**config.mk**
```make
export PLATFORM = sky130hd
export DESIGN_NAME = paralelo_serial_lanes
export DESIGN_NICKNAME = d
export VERILOG_FILES = /design/src/rtl/serdes_pkg.sv /design/src/rtl/ser_lane_shift.sv /design/src/rtl/paralelo_serial_lanes.sv
export SDC_FILE = /design/constraint.sdc
export NUM_CORES = 1
export LEC_CHECK = 0
export CAP_MARGIN = 20
export CORE_MARGIN = 3
export CORE_UTILIZATION = 34
export DETAILED_ROUTE_END_ITERATION = 16
export HOLD_SLACK_MARGIN = 0.12
export PLACE_DENSITY_LB_ADDON = 0.08
export REMOVE_ABC_BUFFERS = 1
export SYNTH_ARGS = -nofsm -noshare
export SYNTH_HDL_FRONTEND = slang
export SYNTH_SLANG_ARGS = --single-unit
```
**constraint.sdc**
```tcl
create_clock -name clk -period 1.7 [get_ports clk]
set_input_delay 0.34 -clock clk [delete_from_list [all_inputs] [get_ports clk]]
set_output_delay 0.34 -clock clk [all_outputs]
set_load 0.005 [all_outputs]
```
**src/rtl/serdes_pkg.sv**
```systemverilog
// serdes_pkg: constants shared by the serializer blocks.
//   K28_5_RDN / K28_5_RDP : the two running-disparity forms of the K28.5 comma
//   DEFAULT_WIDTH         : default lane word width (one 8b/10b symbol)
package serdes_pkg;

  localparam logic [9:0] K28_5_RDN     = 10'b0011111010;
  localparam logic [9:0] K28_5_RDP     = 10'b1100000101;
  localparam int         DEFAULT_WIDTH = 10;

endpackage

```
**src/rtl/ser_lane_shift.sv**
```systemverilog
// ser_lane_shift: one serializer lane. Holds the WIDTH-bit word being sent,
// reloads it in parallel at a word boundary and selects the bit on the line.
//   clk, rst   : clock, synchronous active-high reset (reloads IDLE_WORD)
//   load       : parallel load strobe (already qualified with enable)
//   load_data  : next word for this lane
//   cnt        : shared bit counter, 0..WIDTH-1
//   bit_out    : bit of the current word selected by cnt
module ser_lane_shift
  import serdes_pkg::*;
#(
  parameter int              WIDTH     = DEFAULT_WIDTH,
  parameter bit              MSB_FIRST = 1'b1,
  parameter logic [WIDTH-1:0] IDLE_WORD = WIDTH'(K28_5_RDN)
) (
  input  logic                       clk,
  input  logic                       rst,
  input  logic                       load,
  input  logic [WIDTH-1:0]           load_data,
  input  logic [$clog2(WIDTH)-1:0]   cnt,
  output logic                       bit_out
);

  localparam int              CW       = $clog2(WIDTH);
  localparam logic [CW-1:0]   LAST_CNT = CW'(WIDTH - 1);

  logic [WIDTH-1:0] word_r;
  logic [CW-1:0]    idx_s;

  // Lane word register: idle comma after reset, new word at each load.
  always_ff @(posedge clk) begin
    if (rst) begin
      word_r <= IDLE_WORD;
    end else if (load) begin
      word_r <= load_data;
    end
  end

  // Bit select: the word is held still and the counter walks across it,
  // mirrored when the MSB goes out first.
  always_comb begin
    if (MSB_FIRST) begin
      idx_s = LAST_CNT - cnt;
    end else begin
      idx_s = cnt;
    end
    bit_out = word_r[idx_s];
  end

endmodule

```
**src/rtl/paralelo_serial_lanes.sv**
```systemverilog
// paralelo_serial_lanes: multi-lane serializer between the 8b/10b encoder
// and the line drivers. Words enter via valid/ready into a one-entry buffer;
// when nothing is pending at a word boundary every lane sends IDLE_WORD.
//   clk, rst   : clock, synchronous active-high reset
//   enb        : enable; low freezes all state and forces outputs to 0
//   in_valid   : in_data carries a word
//   in_data    : lane l slice is in_data[l*WIDTH +: WIDTH]
//   in_ready   : word accepted this cycle when in_valid is also high
//   ser_out    : one serial bit per lane
//   word_start : first bit of every word (data or idle)
//   idle_out   : current word is the idle filler
module paralelo_serial_lanes
  import serdes_pkg::*;
#(
  parameter int               WIDTH     = DEFAULT_WIDTH,
  parameter int               LANES     = 1,
  parameter bit               MSB_FIRST = 1'b1,
  parameter logic [WIDTH-1:0] IDLE_WORD = WIDTH'(K28_5_RDN)
) (
  input  logic                     clk,
  input  logic                     rst,
  input  logic                     enb,
  input  logic                     in_valid,
  input  logic [LANES*WIDTH-1:0]   in_data,
  output logic                     in_ready,
  output logic [LANES-1:0]         ser_out,
  output logic                     word_start,
  output logic                     idle_out
);

  localparam int            CW       = $clog2(WIDTH);
  localparam logic [CW-1:0] LAST_CNT = CW'(WIDTH - 1);

  logic [CW-1:0]          cnt_r;
  logic [LANES*WIDTH-1:0] hold_data_r;
  logic                   hold_full_r;
  logic                   cur_idle_r;

  logic                   active_s;
  logic                   last_s;
  logic                   ready_s;
  logic                   xfer_s;
  logic                   load_s;
  logic [LANES*WIDTH-1:0] load_data_s;
  logic [LANES-1:0]       lane_bit_s;

  // Handshake and next-word selection. The held word always has priority
  // over a same-cycle transfer so words stay in order.
  always_comb begin
    active_s = enb & ~rst;
    last_s   = (cnt_r == LAST_CNT);
    ready_s  = ~hold_full_r | last_s;
    xfer_s   = active_s & in_valid & ready_s;
    load_s   = active_s & last_s;
    if (hold_full_r) begin
      load_data_s = hold_data_r;
    end else if (xfer_s) begin
      load_data_s = in_data;
    end else begin
      load_data_s = {LANES{IDLE_WORD}};
    end
  end

  // Bit counter, holding buffer and idle flag.
  always_ff @(posedge clk) begin
    if (rst) begin
      cnt_r       <= '0;
      hold_data_r <= '0;
      hold_full_r <= 1'b0;
      cur_idle_r  <= 1'b1;
    end else if (enb) begin
      if (last_s) begin
        cnt_r <= '0;
        if (hold_full_r) begin
          // Held word goes out; a transfer now refills the buffer.
          cur_idle_r  <= 1'b0;
          hold_full_r <= xfer_s;
          if (xfer_s) begin
            hold_data_r <= in_data;
          end
        end else if (xfer_s) begin
          // Bypass straight into the lanes.
          cur_idle_r <= 1'b0;
        end else begin
          cur_idle_r <= 1'b1;
        end
      end else begin
        cnt_r <= cnt_r + CW'(1);
        if (xfer_s) begin
          hold_data_r <= in_data;
          hold_full_r <= 1'b1;
        end
      end
    end
  end

  // One lane register per slice, all sharing the counter and load strobe.
  for (genvar l = 0; l < LANES; l++) begin : g_lane
    ser_lane_shift #(
      .WIDTH    (WIDTH),
      .MSB_FIRST(MSB_FIRST),
      .IDLE_WORD(IDLE_WORD)
    ) u_lane (
      .clk      (clk),
      .rst      (rst),
      .load     (load_s),
      .load_data(load_data_s[l*WIDTH +: WIDTH]),
      .cnt      (cnt_r),
      .bit_out  (lane_bit_s[l])
    );
  end

  // Outputs are quiet whenever the block is in reset or paused.
  assign in_ready   = active_s & ready_s;
  assign ser_out    = active_s ? lane_bit_s : {LANES{1'b0}};
  assign word_start = active_s & (cnt_r == '0);
  assign idle_out   = active_s & cur_idle_r;

endmodule

```
# [Yosys cells after proc, flatten, opt, wreduce, memory -nomap -nowiden]
# Index checks and enable logic that the tools add are counted.
# Widths: inputs -> output; s select.
[word_totals] elab_cells=39 register_bits=26 in_bits=14
[classes] n_eq_ne=2 mux=14 bitwise=10 reduce_logical=5 n_addsub=2 order_cmp=1
[ops] operator="$mux 10" count=5
[ops] operator="$and 1x1->1" count=7
[ops] operator="$mux 1" count=7
[ops] operator="$reduce_and 2->1" count=3
[ops] operator="$lt 4x5->1 const B" count=1
[ops] operator="$add 4x1->4 const B" count=1
[ops] operator="$bmux 1 s4" count=1
[ops] operator="$eq 4x4->1 const B" count=1
[ops] operator="$logic_not 4->1" count=1
[ops] operator="$mux 4" count=1
[ops] operator="$sub 4x4->4 const A" count=1
[ops] operator="$ne 2x2->1 const B" count=1
[ops] operator="$not 1->1" count=2
[ops] operator="$reduce_bool 2->1" count=1
[ops] operator="$or 1x1->1" count=1

# [Longest topological paths before layout]
# Gate-level depths: netlist of run 1.
[depth] ltp_word=7 mapped_depth=6 ltp_nobuf=5

# [Modules after synthesis]
# A second synthesis of run 1 with hierarchy kept.
[unflattened] hier_cells=154 hier_area_um2=1385.1
[by_module_without_submodules] module="paralelo_serial_lanes" cells_each=109 instances=1 area_each_um2=915.9 seq_area_each_um2=320.3
[by_module_without_submodules] module="ser_lane_shift" cells_each=45 instances=1 area_each_um2=469.2 seq_area_each_um2=200.2

# [Worst setup path before layout of run 1]
# No wires, ideal clock.
[synth_timing] kind="reg-to-output" start="register cnt_r[1]" end="output port ser_out" path_buffers=0 path_stages_with_launch=6 t_arrival_ns=1.493 path_slack_ns=-0.133 required_ns=1.360 path_cell_list="dfxtp_1 inv_1 ha_1 mux4_2 nor2_1 o31ai_1"
[synth_between] elab_chain_len=4
[synth_rtl] item="start: declaration" line_no="paralelo_serial_lanes.sv:34" source="logic [CW-1:0] cnt_r;"
[synth_rtl] item="start signal: assignment" line_no="paralelo_serial_lanes.sv:88" source="cnt_r <= cnt_r + CW'(1);"
[synth_rtl] item="$sub 4x4->4" line_no="ser_lane_shift.sv:42" source="idx_s = LAST_CNT - cnt;"
[synth_rtl] item="$bmux 1 s4" line_no="ser_lane_shift.sv:46" source="bit_out = word_r[idx_s];"
[synth_rtl] item="$mux 1 (not written as such)" line_no="ser_lane_shift.sv:46"
[synth_rtl] item="$mux 1" line_no="paralelo_serial_lanes.sv:115" source="assign ser_out = active_s ? lane_bit_s : {LANES{1'b0}};"
[synth_rtl] item="end: declaration" line_no="paralelo_serial_lanes.sv:26" source="output logic [LANES-1:0] ser_out,"
# No other way between the ends. The select of a mux whose other input is x is not followed.

# [Final worst setup path of run 1]
# Ends and elaborated chain as after synthesis.

==> run_results.csv, run 1 <==
group,metric,value,unit
floorplan,fp.dieH,68.3,um
routing,routedWlPerCell,13.8,um
placement,placedCellCount,213,
timing,tightestPinTransition,0.394,ns
clocking,clockBufferDepth,2,
clocking,cts_made_buffers,3,
synthesis,syn_area,1320,sq um
timing,layout_min_cycle_time,2.11,ns
timing,tns,-0.417,ns
routing,drc,0,
floorplan,dieArea,4670,sq um
cells_and_area,post-route-util,49.6,%
clocking,root_buffer,"clkbuf_8",
routing,first_iter_violations,43,
synthesis,yosysSeqAreaShare,39.4,%
cells_and_area,syn_to_final_growth,39.4,%
global_route,grt_first_pass_wirelength,5.02,mm
global_route,gr-usage-all-layers,14.7,%
hold_path,hp-class,"flip-flop to flip-flop",
synthesis,ys_types,38,
outcome,violations,"negative setup slack",
routing,routed_via_density,4.98,
timing,worst_slack,-0.406,ns
power_and_ir_drop,p_leak,0.776,nW
timing,max_freq,475,MHz
power_and_ir_drop,power,0.00143,W
cells_and_area,fin_cells,220,
cells_and_area,drive_above_1_share,33.7,%
placement,place_congestion,0.800,
routing,wl,3.04,mm
floorplan,die_w,68.3,um
timing,fin_crit_sh,124,%
timing,final_hold_viol_count,0,
worst_setup_path,cp.required,1.36,ns
timing,finalSetupViolCount,2,
timing,report.final.slew_viol_count,0,
synthesis,synth-seq-cells,26,
timing,slew_headroom,73.8,%
synthesis,syn_inst,132,
global_route,grt_pass1_vias,1053,
cells_and_area,diodes,0,
job,drv_cap,0,
floorplan,ios,18,
cells_and_area,fillCellCount,362,
clocking,h-tree-depth,1,
clocking,clock_sinks,26,
outcome,status,"finished with violations",
routing,route.vias.total,1096,
clocking,cts.clk_slew.worst_paths,0.09,ns
power_and_ir_drop,power_density,776,nW/um^2
floorplan,core,3720,sq um
power_and_ir_drop,ir_drop,0.401,mV
placement,io_buffers,17,
floorplan,rows,22,
global_route,grt_overflow_total,0,
timing,skew,0.00219,ns
floorplan,start_util,35.6,%
global_route,antenna_found_initial,0,
worst_setup_path,cp.arrival,1.77,ns
cells_and_area,nets,192,
global_route,grt_max_degree,16,
timing,rsz0062_at_grt,"yes",
worst_setup_path,end_kind,"output pin",
clocking,clk_latency,0.27,ns
synthesis,yosys_warnings,0,
clocking,tritoncts,"yes",
synthesis,syn_avg_cell_area,10.0,sq um
worst_setup_path,criticalPathCategory,"flip-flop to output pin",
worst_setup_path,crit_path_start_kind,"flip-flop",
routing,drt_first_pass_iters,4,
worst_setup_path,cp_max_fo,3,
placement,dpl.hpwl,2.29,mm
routing,postRouteAntennaNets,0,
## worst max-delay path, cell delays in order, from the launching register on
cell	delay (ns)
dfxtp_2	0.35
inv_2	0.06
ha_4	0.27
mux4_2	0.49
nor2_1	0.11
o31ai_1	0.08
buf_2	0.13
## placed cells by master (no fill, tap or decap), drive strengths merged, types with 6 or more instances in the layout
master and count:
a21oi 7, buf 28, nor2b 10, clkdlybuf4s50 11, o22ai 6, nor2 15
dfxtp 26, mux2 11
## cell usage after synthesis
cell	instances	share of area (%)
o22ai_1	6	2.8
inv_1	3	0.85
o21ai_0	1	0.38
o21ai_1	4	1.5
and3_1	1	0.47
mux4_2	1	1.7
xnor2_1	2	1.3
nand4bb_1	1	0.85
buf_6	2	1.7
and2_1	1	0.47
clkbuf_1	1	0.28
a21oi_1	7	2.7
nand4b_1	1	0.66
inv_2	1	0.28
ha_1	5	4.7
o21a_1	1	0.57
buf_4	3	1.7
o31ai_1	1	0.57
or3_4	1	0.85
nand4_1	1	0.47
nor2b_1	10	4.7
xor2_1	2	1.3
buf_2	1	0.38
a2111oi_0	1	0.66
a41oi_1	1	0.66
dfxtp_1	26	39
nand2b_1	2	0.95
nand3_1	3	1.1
nand2_1	5	1.4
mux2i_1	5	3.8
and2b_1	2	1.1
mux2_2	2	1.7
nor2_1	15	4.3
o2111ai_2	1	1.1
a311o_1	1	0.76
mux2_4	9	10
a41o_1	1	0.76
nor4b_1	1	0.66
## where the power goes
group          internal, W  switching (W)  total [W]
sequential        0.000630      0.0000107   0.000641
clock             0.000315       0.000200   0.000515
combinational     0.000160       0.000114   0.000274
total              0.00111       0.000324    0.00143
## registers in the layout (all words and copies together) (netlist names)
name and flops:
cur_idle_r 1, g_lane.u_lane.word_r 10, hold_data_r 10, cnt_r 4
hold_full_r 1
## through the flow
step / instance area [sq um] / hold WS [ns] / worst slack [ns]
global route: 1840 / 0.485 / -0.517
finish: 1840 / 0.449 / -0.406
CTS: 1820 / 0.456 / -0.411
floorplan: 1270 / 0.409 / -0.253
detailed placement: 1700 / 0.442 / -0.636
global placement: 1700 / 0.439 / -0.607
## cell type report
| type | instances | area (sq um) | area share (%) |
|---|---|---|---|
| flip-flops and latches | 26 | 524 | 28.5 |
| clock inverters | 1 | 30.0 | 1.63 |
| multi-input cells | 95 | 781 | 42.4 |
| well taps | 48 | 60.1 | 3.26 |
| repair buffers | 43 | 390 | 21.2 |
| inverters | 4 | 15.0 | 0.815 |
| clock buffers | 3 | 41.3 | 2.24 |
## final timing paths
path                                              endpoint  cells past startpoint  slack [ns]                        from
worst max-delay path                               ser_out                      6       -0.41                    cnt_r[1]
worst min-delay path            g_lane[0].u_lane.word_r[9]                      2        0.45  g_lane[0].u_lane.word_r[9]
worst max register to register              hold_data_r[3]                      6        0.07                    cnt_r[1]
worst min register to register  g_lane[0].u_lane.word_r[9]                      2        0.45  g_lane[0].u_lane.word_r[9]
## per-layer routing
layer | up-vias | part of all wire (%) | wire (um) | track usage, %
met2 | 18 | 48 | 1450 | 24.2
met5 | - | 0 | 0 | 0
met1 | 526 | 48 | 1450 | 19.0
met4 | 0 | 0.99 | 30 | 4.22
li1 | 548 | - | - | -
met3 | 4 | 3.5 | 105 | 3.61
## kinds of logic (layout without fill, tap and decap cells)
family / after synthesis / count (layout) / synth area share, %
AO/OA/AOI/OAI: 25 / 25 / 12.5
XOR/XNOR: 4 / 4 / 2.65
adder cells (fa/ha/maj): 5 / 5 / 4.73
buffers and inverters: 11 / 51 / 5.21
flip-flops: 26 / 26 / 39.4
multiplexers: 17 / 17 / 17.4
AND/OR/NAND/NOR: 44 / 44 / 18.1
## timing repair
item	CTS	global route
gates resized for setup	24	6
hold buffers	0	0
pin swaps	1	2
hold endpoints to repair	0	0
setup buffers	3	0
setup endpoints to repair	14	11
Note: power is estimated with default switching activity, not from simulation.
==> run 2: changes to the inputs <==
SETUP_SLACK_MARGIN = 0.02   (was default)
clock period = 1.85 ns   (was 1.7 ns; I/O delays follow)
==> run 2 against run 1 <==
Net effect:
- the run still ends with negative setup slack left
- first-iteration DRC count shrank 16%
- die area is the same
- clock power shrank 7.8%
- hold slack gained 0.0094 ns
- power shrank 9.3%
- largest cell class unchanged
- sequential power shrank 7.8%
- critical endpoint unchanged
- combinational power shrank 16%
- critical path depth is the same
- global-route usage is essentially flat
- final cell count shrank 1.8%
- clock-buffer cell count is the same
- worst setup slack gained 0.10 ns
==> run_results.csv, run 2 (synthesis gave the netlist of run 1 again) <==
group,metric,value,unit
routing,route.vias.total,1048,
floorplan,die_w,68.3,um
global_route,busiest_layer,"met2",
power_and_ir_drop,switching_share,22.8,%
placement,placedCellCount,208,
cells_and_area,drive_above_1_share,31.5,%
clocking,clk_latency,0.27,ns
timing,worst_slack,-0.303,ns
worst_setup_path,criticalPathCategory,"flip-flop to output pin",
worst_setup_path,end_kind,"output pin",
worst_setup_path,cp_max_fo,3,
cells_and_area,largestRegisters,"g_lane.u_lane.word_r: 10 flops, hold_data_r: 10 flops, cnt_r: 4 flops",
timing,final_hold_viol_count,0,
timing,max_freq,465,MHz
worst_setup_path,crit_path_max_incr_delay,0.51,ns
global_route,use_met3,2.13,%
power_and_ir_drop,switching_power,0.000295,W
worst_setup_path,cp.arrival,1.78,ns
global_route,grt_overflow_total,0,
global_route,gr-usage-met1,19.3,%
floorplan,start_util,35.6,%
clocking,cts.clk_slew.worst_paths,0.10,ns
timing,tns,-0.303,ns
floorplan,core,3720,sq um
global_route,grt_pass1_vias,1056,
timing,skew,0.00680,ns
power_and_ir_drop,combPwrFrac,17.8,%
power_and_ir_drop,power_density,729,nW/um^2
power_and_ir_drop,p_leak,0.747,nW
floorplan,fp.dieH,68.3,um
clocking,cts_made_buffers,3,
outcome,violations,"negative setup slack",
clocking,root_buffer,"clkbuf_8",
routing,postRouteAntennaNets,0,
clocking,hold_buffers,0,
power_and_ir_drop,ir_drop,0.456,mV
cells_and_area,fillCellCount,376,
routing,drc,0,
hold_path,hp-class,"flip-flop to flip-flop",
placement,place_congestion,0.854,
cells_and_area,diodes,0,
timing,rsz0062_at_grt,"yes",
cells_and_area,final_common_cell,"dfxtp_1",
job,drv_cap,0,
clocking,h-tree-depth,1,
floorplan,rows,22,
worst_setup_path,crit_path_start_kind,"flip-flop",
worst_setup_path,r2r_cells,6,
worst_setup_path,cpMaxStageDelayCell,"mux4_2",
timing,report.final.slew_viol_count,0,
timing,layout_min_cycle_time,2.15,ns
cells_and_area,finalInstanceArea,1780,sq um
global_route,gr-usage-all-layers,14.7,%
cells_and_area,multi_input_area,761,sq um
timing,slew_headroom,67.1,%
cells_and_area,nets,188,
hold_path,min_path_cells,2,
power_and_ir_drop,p_seq_share,45.6,%
routing,first_iter_violations,36,
global_route,grt_use_met2,24.3,%
cells_and_area,fin_cells,216,
routing,wl,3.11,mm
floorplan,ios,18,
timing,fin_crit_sh,116,%
power_and_ir_drop,p_int,0.00100,W
placement,io_buffers,17,
worst_setup_path,path_cells,"inv_4 > ha_4 > mux4_2 > nor2_2 > o31ai_1 > buf_2",
floorplan,dieArea,4670,sq um
outcome,status,"finished with violations",
clocking,clock_sinks,26,
power_and_ir_drop,clockPowerShare,36.6,%
timing,tightestPinTransition,0.481,ns
cells_and_area,syn_to_final_growth,34.6,%
clocking,clockBufferDepth,2,
clocking,tritoncts,"yes",
power_and_ir_drop,power,0.00130,W
routing,drt_first_pass_iters,4,
cells_and_area,post-route-util,47.8,%
worst_setup_path,cp.required,1.48,ns
global_route,antenna_found_initial,0,
cells_and_area,final_cell_mix,"dfxtp_1, buf_4, nor2_1, clkdlybuf4s50_1, nor2b_1",
timing,finalSetupViolCount,1,
global_route,grt_first_pass_wirelength,4.99,mm
placement,place_area,1650,sq um
routing,routed_via_density,4.85,
routing,routedWlPerCell,14.4,um
global_route,grt_max_degree,16,
placement,dpl.hpwl,2.21,mm
cells_and_area,seqCellArea,524,sq um
-- run 2: layout make-up --
type | instances | share of cell area, %
clock buffer | 3 | 2.32
clock inverter | 1 | 1.69
timing repair buffer | 39 | 19.4
tap | 48 | 3.38
sequential | 26 | 29.5
multi-input combinational | 95 | 42.8
inverter | 4 | 0.985
-- run 2: path summary, 6_finish.rpt --
check	from	to	slack (ns)
worst max-delay path	cnt_r[2]	ser_out	-0.30
worst min register to register	g_lane[0].u_lane.word_r[2]	g_lane[0].u_lane.word_r[2]	0.46
worst min-delay path	g_lane[0].u_lane.word_r[2]	g_lane[0].u_lane.word_r[2]	0.46
worst max register to register	cnt_r[1]	hold_data_r[0]	0.23
-- run 2: critical path, delay by kind of cell (launching register included) --
family                   cells  cell delay [ns]
buffers and inverters        2             0.19
AO/OA/AOI/OAI                1             0.07
adder cells (fa/ha/maj)      1             0.28
AND/OR/NAND/NOR              1             0.09
flip-flops                   1             0.36
multiplexers                 1             0.51
-- run 2: metal layers --
layer	vias to the layer above	part of all wire [%]
li1	543	-
met1	494	50
met2	9	47
met3	2	2.1
met4	0	0.55
met5	-	0
-- run 2: timing repair --
action / CTS / global route
setup buffers: 4 / 0
pin swaps: 3 / 1
resized for setup: 18 / 6
setup endpoints to repair: 4 / 3
-- run 2: power by group through the flow --
| stage | clock, W | sequential (W) | combinational [W] |
|---|---|---|---|
| 2_1_floorplan | 0 | 0.000608 | 0.0000998 |
| 3_3_place_gp | 0 | 0.000602 | 0.000214 |
| 3_5_place_dp | 0 | 0.000602 | 0.000218 |
| 4_1_cts | 0.000489 | 0.000591 | 0.000231 |
| 5_1_grt | 0.000512 | 0.000594 | 0.000252 |
| 6_report | 0.000475 | 0.000591 | 0.000231 |
-- run 2: stage by stage --
step / worst slack, ns / hold WS, ns
after floorplan: -0.103 / 0.425
after global placement: -0.516 / 0.440
after detailed placement: -0.576 / 0.446
after CTS: -0.335 / 0.461
after global routing: -0.378 / 0.490
final: -0.303 / 0.458
